$ cat config.mk
export PLATFORM = sky130hd
export DESIGN_NAME = bcd_timer_ctrl
export DESIGN_NICKNAME = d
export VERILOG_FILES = /design/src/rtl/bcd_pkg.sv /design/src/rtl/bcd_digit.sv /design/src/rtl/bcd_timer_ctrl.sv
export SDC_FILE = /design/constraint.sdc
export NUM_CORES = 1
export LEC_CHECK = 0
export ABC_AREA = 1
export BUFFER_PORTS_ARGS = -buffer_cell sky130_fd_sc_hd__buf_4
export CAP_MARGIN = 15
export CORE_UTILIZATION = 50
export CTS_CLUSTER_SIZE = 16
export DETAILED_ROUTE_END_ITERATION = 10
export PLACE_DENSITY = 0.75
export SETUP_SLACK_MARGIN = 0.02
export SLEW_MARGIN = 25
export SYNTH_ARGS = -nofsm -noshare
export SYNTH_HDL_FRONTEND = slang
export SYNTH_HIERARCHICAL = 1
export SYNTH_SLANG_ARGS = --single-unit
$ cat constraint.sdc
create_clock -name clk -period 4.2 [get_ports clk]
set_input_delay 0.42 -clock clk [delete_from_list [all_inputs] [get_ports clk]]
set_output_delay 0.42 -clock clk [all_outputs]
set_load 0.005 [all_outputs]
$ cat src/rtl/bcd_pkg.sv
// ============================================================================
// Module : bcd_pkg
// Brief  : Shared BCD digit width, digit maximum, timer states and the
//          single-digit increment helper.
// Rev    : 1.0 - initial release
// ============================================================================
`default_nettype none

package bcd_pkg;

   localparam int BCD_W = 4;
   localparam logic [BCD_W-1:0] BCD_MAX = 4'd9;

   typedef enum logic [1:0] {
      ST_IDLE  = 2'd0,
      ST_RUN   = 2'd1,
      ST_PAUSE = 2'd2,
      ST_DONE  = 2'd3
   } state_t;

   function automatic logic [BCD_W-1:0] bcd_inc(input logic [BCD_W-1:0] d);
      return (d == BCD_MAX) ? '0 : d + 4'd1;
   endfunction

endpackage

`default_nettype wire

$ cat src/rtl/bcd_digit.sv
// ============================================================================
// Module : bcd_digit
// Brief  : One decade of the BCD cascade; carries when stepped at 9.
// Rev    : 1.0 - initial release
// ============================================================================
`default_nettype none

module bcd_digit
   import bcd_pkg::*;
(
   input  logic             clk,
   input  logic             reset,
   input  logic             clr,
   input  logic             en,
   output logic [BCD_W-1:0] val,
   output logic             carry
);

   logic [BCD_W-1:0] r_val;

   always_ff @(posedge clk or negedge reset) begin
      if (!reset) begin
         r_val <= '0;
      end else if (clr) begin
         r_val <= '0;
      end else if (en) begin
         r_val <= bcd_inc(r_val);
      end
   end

   assign val   = r_val;
   assign carry = en && (r_val == BCD_MAX);

endmodule

`default_nettype wire

$ cat src/rtl/bcd_timer_ctrl.sv
// ============================================================================
// Module : bcd_timer_ctrl
// Brief  : Run/pause/clear controller driving a prescaled BCD digit cascade
//          with terminal-value stop and full-scale overflow pulse.
// Rev    : 1.0 - initial release
// ============================================================================
`default_nettype none

module bcd_timer_ctrl
   import bcd_pkg::*;
#(
   parameter int DIGITS   = 4,
   parameter int PRESCALE = 4
) (
   input  logic                  clk,
   input  logic                  reset,
   input  logic                  start,
   input  logic                  stop,
   input  logic                  clear,
   input  logic [4*DIGITS-1:0]   limit,
   output logic [4*DIGITS-1:0]   count,
   output logic                  running,
   output logic                  done,
   output logic                  overflow
);

   localparam int c_presc_w = (PRESCALE > 1) ? $clog2(PRESCALE) : 1;
   localparam logic [c_presc_w-1:0] c_presc_last = c_presc_w'(PRESCALE - 1);

   state_t                 r_state;
   state_t                 w_state_nxt;
   logic [c_presc_w-1:0]   r_presc;
   logic                   r_running;
   logic                   r_done;
   logic                   r_overflow;

   logic                   w_step;
   logic                   w_limit_zero;
   logic                   w_restart;
   logic                   w_clr;
   logic [DIGITS:0]        w_en;
   logic [DIGITS-1:0]      w_carry;
   logic [4*DIGITS-1:0]    w_count;
   logic [4*DIGITS-1:0]    w_next;

   assign w_step       = (r_state == ST_RUN) && !clear && !stop && (r_presc == c_presc_last);
   assign w_limit_zero = (limit == '0);
   assign w_restart    = (r_state == ST_DONE) && start && !w_limit_zero;
   assign w_clr        = clear || w_restart;
   assign w_en[0]      = w_step;

   // w_next mirrors what the digits will hold after this edge, for the terminal compare
   generate
      for (genvar i = 0; i < DIGITS; i++) begin : g_digit
         bcd_digit u_digit (
            .clk   (clk),
            .reset (reset),
            .clr   (w_clr),
            .en    (w_en[i]),
            .val   (w_count[i*BCD_W +: BCD_W]),
            .carry (w_carry[i])
         );
         assign w_en[i+1] = w_carry[i];
         assign w_next[i*BCD_W +: BCD_W] = w_en[i] ? bcd_inc(w_count[i*BCD_W +: BCD_W])
                                                   : w_count[i*BCD_W +: BCD_W];
      end
   endgenerate

   always_comb begin
      w_state_nxt = r_state;
      if (clear) begin
         w_state_nxt = ST_IDLE;
      end else begin
         case (r_state)
            ST_IDLE:  if (start) w_state_nxt = w_limit_zero ? ST_DONE : ST_RUN;
            ST_RUN: begin
               if (stop)
                  w_state_nxt = ST_PAUSE;
               else if (w_step && (w_next == limit))
                  w_state_nxt = ST_DONE;
            end
            ST_PAUSE: if (start) w_state_nxt = ST_RUN;
            ST_DONE:  if (w_restart) w_state_nxt = ST_RUN;
            default:  w_state_nxt = ST_IDLE;
         endcase
      end
   end

   always_ff @(posedge clk or negedge reset) begin
      if (!reset) begin
         r_state    <= ST_IDLE;
         r_presc    <= '0;
         r_running  <= 1'b0;
         r_done     <= 1'b0;
         r_overflow <= 1'b0;
      end else begin
         r_state    <= w_state_nxt;
         r_running  <= (w_state_nxt == ST_RUN);
         r_done     <= (w_state_nxt == ST_DONE);
         r_overflow <= w_en[DIGITS];
         if (clear || w_restart || ((r_state == ST_IDLE) && start)) begin
            r_presc <= '0;
         end else if ((r_state == ST_RUN) && !stop) begin
            r_presc <= (r_presc == c_presc_last) ? '0 : r_presc + c_presc_w'(1);
         end
      end
   end

   assign count    = w_count;
   assign running  = r_running;
   assign done     = r_done;
   assign overflow = r_overflow;

endmodule

`default_nettype wire
==> flow_summary.json, run 1 <==
{
  "layout-drive-gt1-share": 0.139,
  "setup.worst_path.end_class": "register",
  "core_um2": 4060,
  "initial_core_util": 0.531,
  "p_sw_mw": 0.121,
  "clock.fmax_mhz": 303,
  "seq_power_share": 0.514,
  "dp.cells": 462,
  "pwr_density_cell_nw_per_um2": 173,
  "synth.distinct_cells": 23,
  "dieWidth_um": 67.6,
  "ctsHoldBuffers": 0,
  "crit_fanout": 7,
  "drtIter0Drc": 124,
  "cpPeakStageDelay_ns": 0.39,
  "cpMaxStageDelayCell": "dfrtp_1",
  "hold_viol": 0,
  "syn_inst": 373,
  "cts-buffers-inserted": 3,
  "startpoint_type": "register",
  "cts_tree": "done",
  "crit_type": "register to register",
  "vias": 2267,
  "root_buffer": "clkbuf_8",
  "grt_use_total": 0.227,
  "rsz0062_at_grt": "no",
  "critPathTopFamily": "simple AND/OR/NAND/NOR gates",
  "drtPass1Iterations": 4,
  "switching_share": 0.274,
  "cp_common_cell": "nand2_1",
  "wl_per_cell_um": 10.3,
  "fin_crit_sh": 0.785,
  "ios": 40,
  "slew_headroom": 0.736,
  "final_nets": 447,
  "fp.dieH_um": 67.6,
  "grt_pass1_vias": 1838,
  "ant_nets": 0,
  "syn_area_per_cell_um2": 5.77,
  "hp-class": "input port to asynchronous set/reset pin",
  "critPathArrivalTime_ns": 3.47,
  "mostFrequentLayoutCell": "nand2_1",
  "rows": 23,
  "h-tree-depth": 1,
  "clk_pin_slew_worst_paths_ns": 0.09,
  "grt_start_max_net_pins": 24,
  "cts_resized": 0,
  "p_comb_frac": 0.148,
  "worstPathCellList": "ha_1 > nand2_1 > nor2_4 > inv_1 > nor2_1 > inv_1 > nor2_1 > inv_1 > nor2_1 > nand3_1 > inv_1 > nand2_1 > nand2_1 > nand2_1 > inv_1 > nand2_1 > nor2_1 > nand2_1 > nor2_1 > nand3_1 > nand2_1 > nand2_2 > nand2_1 > nor2_1",
  "placed_area_um2": 2510,
  "cts_sinks": 23,
  "clockBufferDepth": 2,
  "vias_per_cell": 4.86,
  "internal_power_mw": 0.320,
  "io_buffer_count": 39,
  "worstPathRequired_ns": 4.38,
  "worst_slew_pin_slew_ns": 0.395,
  "yosys_warnings": 6,
  "setup_viol": 0,
  "diodes": 0,
  "instances_no_fill": 466,
  "netlist_area_um2": 2150,
  "drc_errors": 0,
  "grt_antenna_before_repair": 0,
  "worst_slack_ns": 0.905,
  "final_max_slew_viol_count": 0,
  "final_cell_mix": "nand2_1, inv_1, nand3_1, buf_4, nor2_1",
  "dpl_worst_slack_ns": 0.853,
  "dieArea_um2": 4570,
  "maxCapViolCount": 0,
  "ir_worst_vdd_v": 0.0000955,
  "min_period_ns": 3.30,
  "ys_ff_latch": 23,
  "syn2layout_area_growth_pct": 18.6,
  "crit_buf_inv": 5,
  "power_leakage_nw": 1.48,
  "clkPwrFrac": 0.338,
  "design_area_um2": 2550,
  "routabilityCongestion": 0.932,
  "clock_skew_ns": 0.00165,
  "synth_nets": 403,
  "clk_latency_ns": 0.27,
  "globalRoute.totalOverflow": 0,
  "outcome": "complete, no violations",
  "grt_pass1_wl_mm": 7.81,
  "dpl.hpwl_mm": 3.74,
  "setup_tns_ns": 0,
  "cts_setup_buffers": 0,
  "wl_mm": 4.82,
  "ys_seq_area_frac": 0.267
}
==> power groups by stage <==
stage	clock network (mW)	registers (mW)	logic, mW
final	0.149	0.227	0.0651
after global routing	0.162	0.227	0.0740
after CTS	0.151	0.227	0.0660
after detailed placement	0	0.231	0.0658
after global placement	0	0.231	0.0650
after floorplan	0	0.231	0.0327
==> stage by stage <==
| stage | util | total power [mW] | hold WS (ns) |
|---|---|---|---|
| 6_report | 0.629 | 0.441 | 0.0334 |
| 5_1_grt | 0.629 | 0.463 | 0.0484 |
| 4_1_cts | 0.629 | 0.444 | 0.0461 |
| 3_5_place_dp | 0.618 | 0.297 | 0.345 |
| 3_3_place_gp | 0.618 | 0.296 | 0.338 |
| 2_1_floorplan | - | 0.264 | 0.124 |
==> area by class of cell <==
type,count,area (um^2)
Clock buffer,4,45.0
Fill cell,404,1500
Inverter,73,274
Multi-Input combinational cell,277,1300
Sequential cell,23,576
Tap cell,50,62.6
Timing Repair Buffer,39,293
==> routing by layer <==
layer,vias up,part of all wire,track usage
li1,1220,-,-
met1,1003,0.48,0.307
met2,37,0.47,0.366
met3,7,0.038,0.0304
met4,0,0.014,0.0798
met5,-,0,0
==> cell families after synthesis <==
family / synth area share
xor gates and xnor gates: 0.0163
AOI/OAI and AO/OA: 0.0366
buffers and inverters: 0.127
adders and majority gates: 0.0523
and+or+nand+nor: 0.500
DFF: 0.267
==> worst register-to-register path: stages (launching register included) <==
cell,delay [ns]
dfrtp_1,0.39
ha_1,0.18
nand2_1,0.10
nor2_4,0.21
inv_1,0.10
nor2_1,0.28
inv_1,0.12
nor2_1,0.30
inv_1,0.13
nor2_1,0.30
nand3_1,0.22
inv_1,0.12
nand2_1,0.06
nand2_1,0.05
nand2_1,0.05
inv_1,0.05
nand2_1,0.04
nor2_1,0.08
nand2_1,0.05
nor2_1,0.07
nand3_1,0.07
nand2_1,0.07
nand2_2,0.06
nand2_1,0.06
nor2_1,0.04
==> Yosys cell counts <==
library cell,instances,area [um^2]
nand2_1,158,593
nor4_1,2,12.5
nor2_2,6,37.5
nor2_4,2,22.5
nand3_1,41,205
nor2_1,28,105
nand3_2,1,10.0
xor2_1,2,17.5
inv_2,2,7.51
a31oi_1,1,6.26
xnor2_1,2,17.5
o21bai_1,5,37.5
nand2_4,1,11.3
ha_1,9,113
o21ai_0,2,10.0
nand2_2,2,12.5
nand3b_1,1,7.51
a21oi_1,5,25.0
or2_2,1,6.26
nand4_1,7,43.8
inv_1,71,267
nor3_2,1,10.0
dfrtp_1,23,576
==> sequential cells by signal, summed over array words and instances (netlist names) <==
register             cells
done                     1
g_digit.u_digit/val     16
overflow                 1
r_presc                  2
r_state                  2
running                  1
==> worst paths after layout <==
| check | start | endpoint | depth (start not counted) | slack (ns) |
|---|---|---|---|---|
| setup / recovery | r_presc[0] | running | 24 | 0.90 |
| hold reg to reg | r_presc[1] | r_presc[1] | 2 | 0.55 |
| max in group asynchronous | reset | g_digit[2].u_digit/val[1] | 1 | 3.93 |
| min in group clk | clear | r_state[1] | 2 | 0.30 |
| setup reg to reg | r_presc[0] | running | 24 | 0.90 |
| hold / removal | reset | g_digit[3].u_digit/val[3] | 1 | 0.03 |
(Power assumes the default switching activity.)
==> run 2, diff against run 1 <==
--- a/config.mk
+++ b/config.mk
@@ -11,7 +11,7 @@
 export CORE_UTILIZATION = 50
 export CTS_CLUSTER_SIZE = 16
 export DETAILED_ROUTE_END_ITERATION = 10
-export PLACE_DENSITY = 0.75
+export PLACE_DENSITY = 0.78
 export SETUP_SLACK_MARGIN = 0.02
 export SLEW_MARGIN = 25
 export SYNTH_ARGS = -nofsm -noshare
==> constraint.sdc (replaced) <==
create_clock -name clk -period 2.9 [get_ports clk]
set_input_delay 0.29 -clock clk [delete_from_list [all_inputs] [get_ports clk]]
set_output_delay 0.29 -clock clk [all_outputs]
set_load 0.005 [all_outputs]
==> run 2 against run 1 <==
Compared with the run above:
- total power rose by 44%
- combinational power rose by 49%
- worst hold slack gained 0.14 ns
- sequential share of layout area decreased by 0.76 points
- critical path type unchanged
- count of clock-buffer cells in the layout is the same
- die area did not move
- final cell count rose by 1.7%
- non-clock buffer count increased by 8
- critical endpoint unchanged
==> flow_summary.json, run 2 (same netlist as run 1, synthesis figures left out) <==
{
  "crit_fanout": 5,
  "slew_headroom": 0.733,
  "routabilityCongestion": 0.881,
  "met3WireLength_um": 186,
  "grt_start_max_net_pins": 24,
  "final_cell_mix": "nand2_1, inv_1, buf_4, nand3_1, nor2_1",
  "worst_slew_pin_slew_ns": 0.396,
  "cpPeakStageDelay_ns": 0.38,
  "largest_reg_flops": 16,
  "crit_type": "register to register",
  "drc_errors": 0,
  "dieWidth_um": 67.6,
  "wl_met1_mm": 2.29,
  "rsz0062_at_grt": "no",
  "cts_sinks": 23,
  "layout-drive-gt1-share": 0.170,
  "setup_tns_ns": 0,
  "min_period_ns": 2.55,
  "fin_crit_sh": 0.880,
  "rows": 23,
  "startpoint_type": "register",
  "ir_worst_vdd_v": 0.000160,
  "clockBufferDepth": 2,
  "dieArea_um2": 4570,
  "setup.worst_path.end_class": "register",
  "vias": 2305,
  "setup_viol": 0,
  "clk_latency_ns": 0.27,
  "maxCapViolCount": 0,
  "wl_met2_mm": 2.46,
  "pwr_density_cell_nw_per_um2": 240,
  "clk_pin_slew_worst_paths_ns": 0.09,
  "grt_use_total": 0.229,
  "diodes": 0,
  "grt_pass1_wl_mm": 8.05,
  "root_buffer": "clkbuf_8",
  "ios": 40,
  "clock.fmax_mhz": 392,
  "globalRoute.totalOverflow": 0,
  "wl_per_cell_um": 10.5,
  "final_nets": 455,
  "cpMaxStageDelayCell": "dfrtp_1",
  "hp-class": "input port to register",
  "dpl.hpwl_mm": 3.87,
  "io_buffer_count": 39,
  "final_max_slew_viol_count": 0,
  "critPathArrivalTime_ns": 2.72,
  "clock_skew_ns": 0.00589,
  "wl_mm": 4.98,
  "whs_path_depth": 2,
  "vias_per_cell": 4.86,
  "fp.dieH_um": 67.6,
  "drtPass1Iterations": 7,
  "mostFrequentLayoutCell": "nand2_1",
  "outcome": "complete, no violations",
  "cts_tree": "done",
  "initial_core_util": 0.531,
  "r2r_cells": 24,
  "h-tree-depth": 1,
  "cts-buffers-inserted": 3,
  "hold_slack_ns": 0.178,
  "p_total_mw": 0.634,
  "grt_antenna_before_repair": 0,
  "worstPathRequired_ns": 3.07,
  "power_leakage_nw": 1.52,
  "cp_common_cell": "nand2_1",
  "ant_nets": 0,
  "routed.top_layer": "met4",
  "grt_pass1_vias": 1937,
  "drtIter0Drc": 117,
  "worstPathCellList": "ha_1 > nand2_1 > nor2_4 > inv_1 > nor2_2 > inv_1 > nor2_2 > inv_2 > nor2_4 > nand2_1 > inv_1 > nand2_1 > nand2_1 > nand3_1 > nand2_1 > nand2_1 > nor2_1 > nand2_1 > nor2_1 > nand3_1 > nand2_1 > nand2_2 > nand2_1 > nor2_1",
  "syn2layout_area_growth_pct": 22.7,
  "hold_viol": 0,
  "core_um2": 4060
}
## run 2: cell count changes in the layout (fill, tap and decap cells not counted)
| cell | delta |
|---|---|
| dlygate4sd3_1 | +1 |
| a21oi_1 | -1 |
| nand3_2 | +2 |
| a21oi_2 | +1 |
| nor2_1 | -3 |
| inv_2 | +1 |
| buf_4 | +7 |
| nor2_4 | +1 |
| inv_1 | -1 |
| nor2_2 | +2 |
| nand3_1 | -2 |
## run 2: area by class of cell
cell class | instances | area, um^2
Tap cell | 50 | 62.6
Timing Repair Buffer | 47 | 355
Multi-Input combinational cell | 277 | 1330
Sequential cell | 23 | 576
Clock buffer | 4 | 45.0
Inverter | 73 | 274
Fill cell | 406 | 1420
## run 2: path summary, 6_finish.rpt
check | slack [ns] | from | endpoint
hold reg to reg | 0.55 | r_presc[1] | r_presc[1]
hold / removal | 0.18 | clear | r_state[1]
setup reg to reg | 0.35 | r_presc[0] | running
setup / recovery | 0.35 | r_presc[0] | running
min in group asynchronous | 0.46 | reset | r_state[1]
max in group asynchronous | 2.19 | reset | g_digit[1].u_digit/val[1]
## run 2: metal layers
metal / track usage / up-vias
met5: 0 / -
met2: 0.390 / 37
met4: 0.0718 / 0
met1: 0.300 / 1028
li1: - / 1236
met3: 0.0236 / 4
## run 2: worst max-delay path: cells and delay by family, from the launching register on
family                   cells  cell delay (ns)
flip-flops                   1             0.38
adder cells (fa/ha/maj)      1             0.18
buffers and inverters        4             0.32
AND/OR/NAND/NOR             19             1.56
## run 2: what timing repair did
item,CTS,global route
hold endpoints to repair,23,0
resized for setup,0,8
hold buffers,1,0
setup endpoints to repair,0,3
buffers inserted,0,1
## run 2: where the power goes
group | switching [mW] | internal, mW | leakage [nW] | total, mW
sequential | 0.00358 | 0.325 | 0.319 | 0.329
combinational | 0.0559 | 0.0412 | 1.18 | 0.0971
clock | 0.111 | 0.0982 | 0.0228 | 0.209
## run 2: through the flow
stage | cells | utilization | worst slack [ns] | cell area (um^2)
2_1_floorplan | 373 | - | 0.0954 | 2150
3_3_place_gp | 468 | 0.629 | 0.243 | 2550
3_5_place_dp | 468 | 0.629 | 0.108 | 2550
4_1_cts | 473 | 0.643 | 0.0689 | 2610
5_1_grt | 474 | 0.651 | 0.0280 | 2640
6_report | 474 | 0.651 | 0.348 | 2640
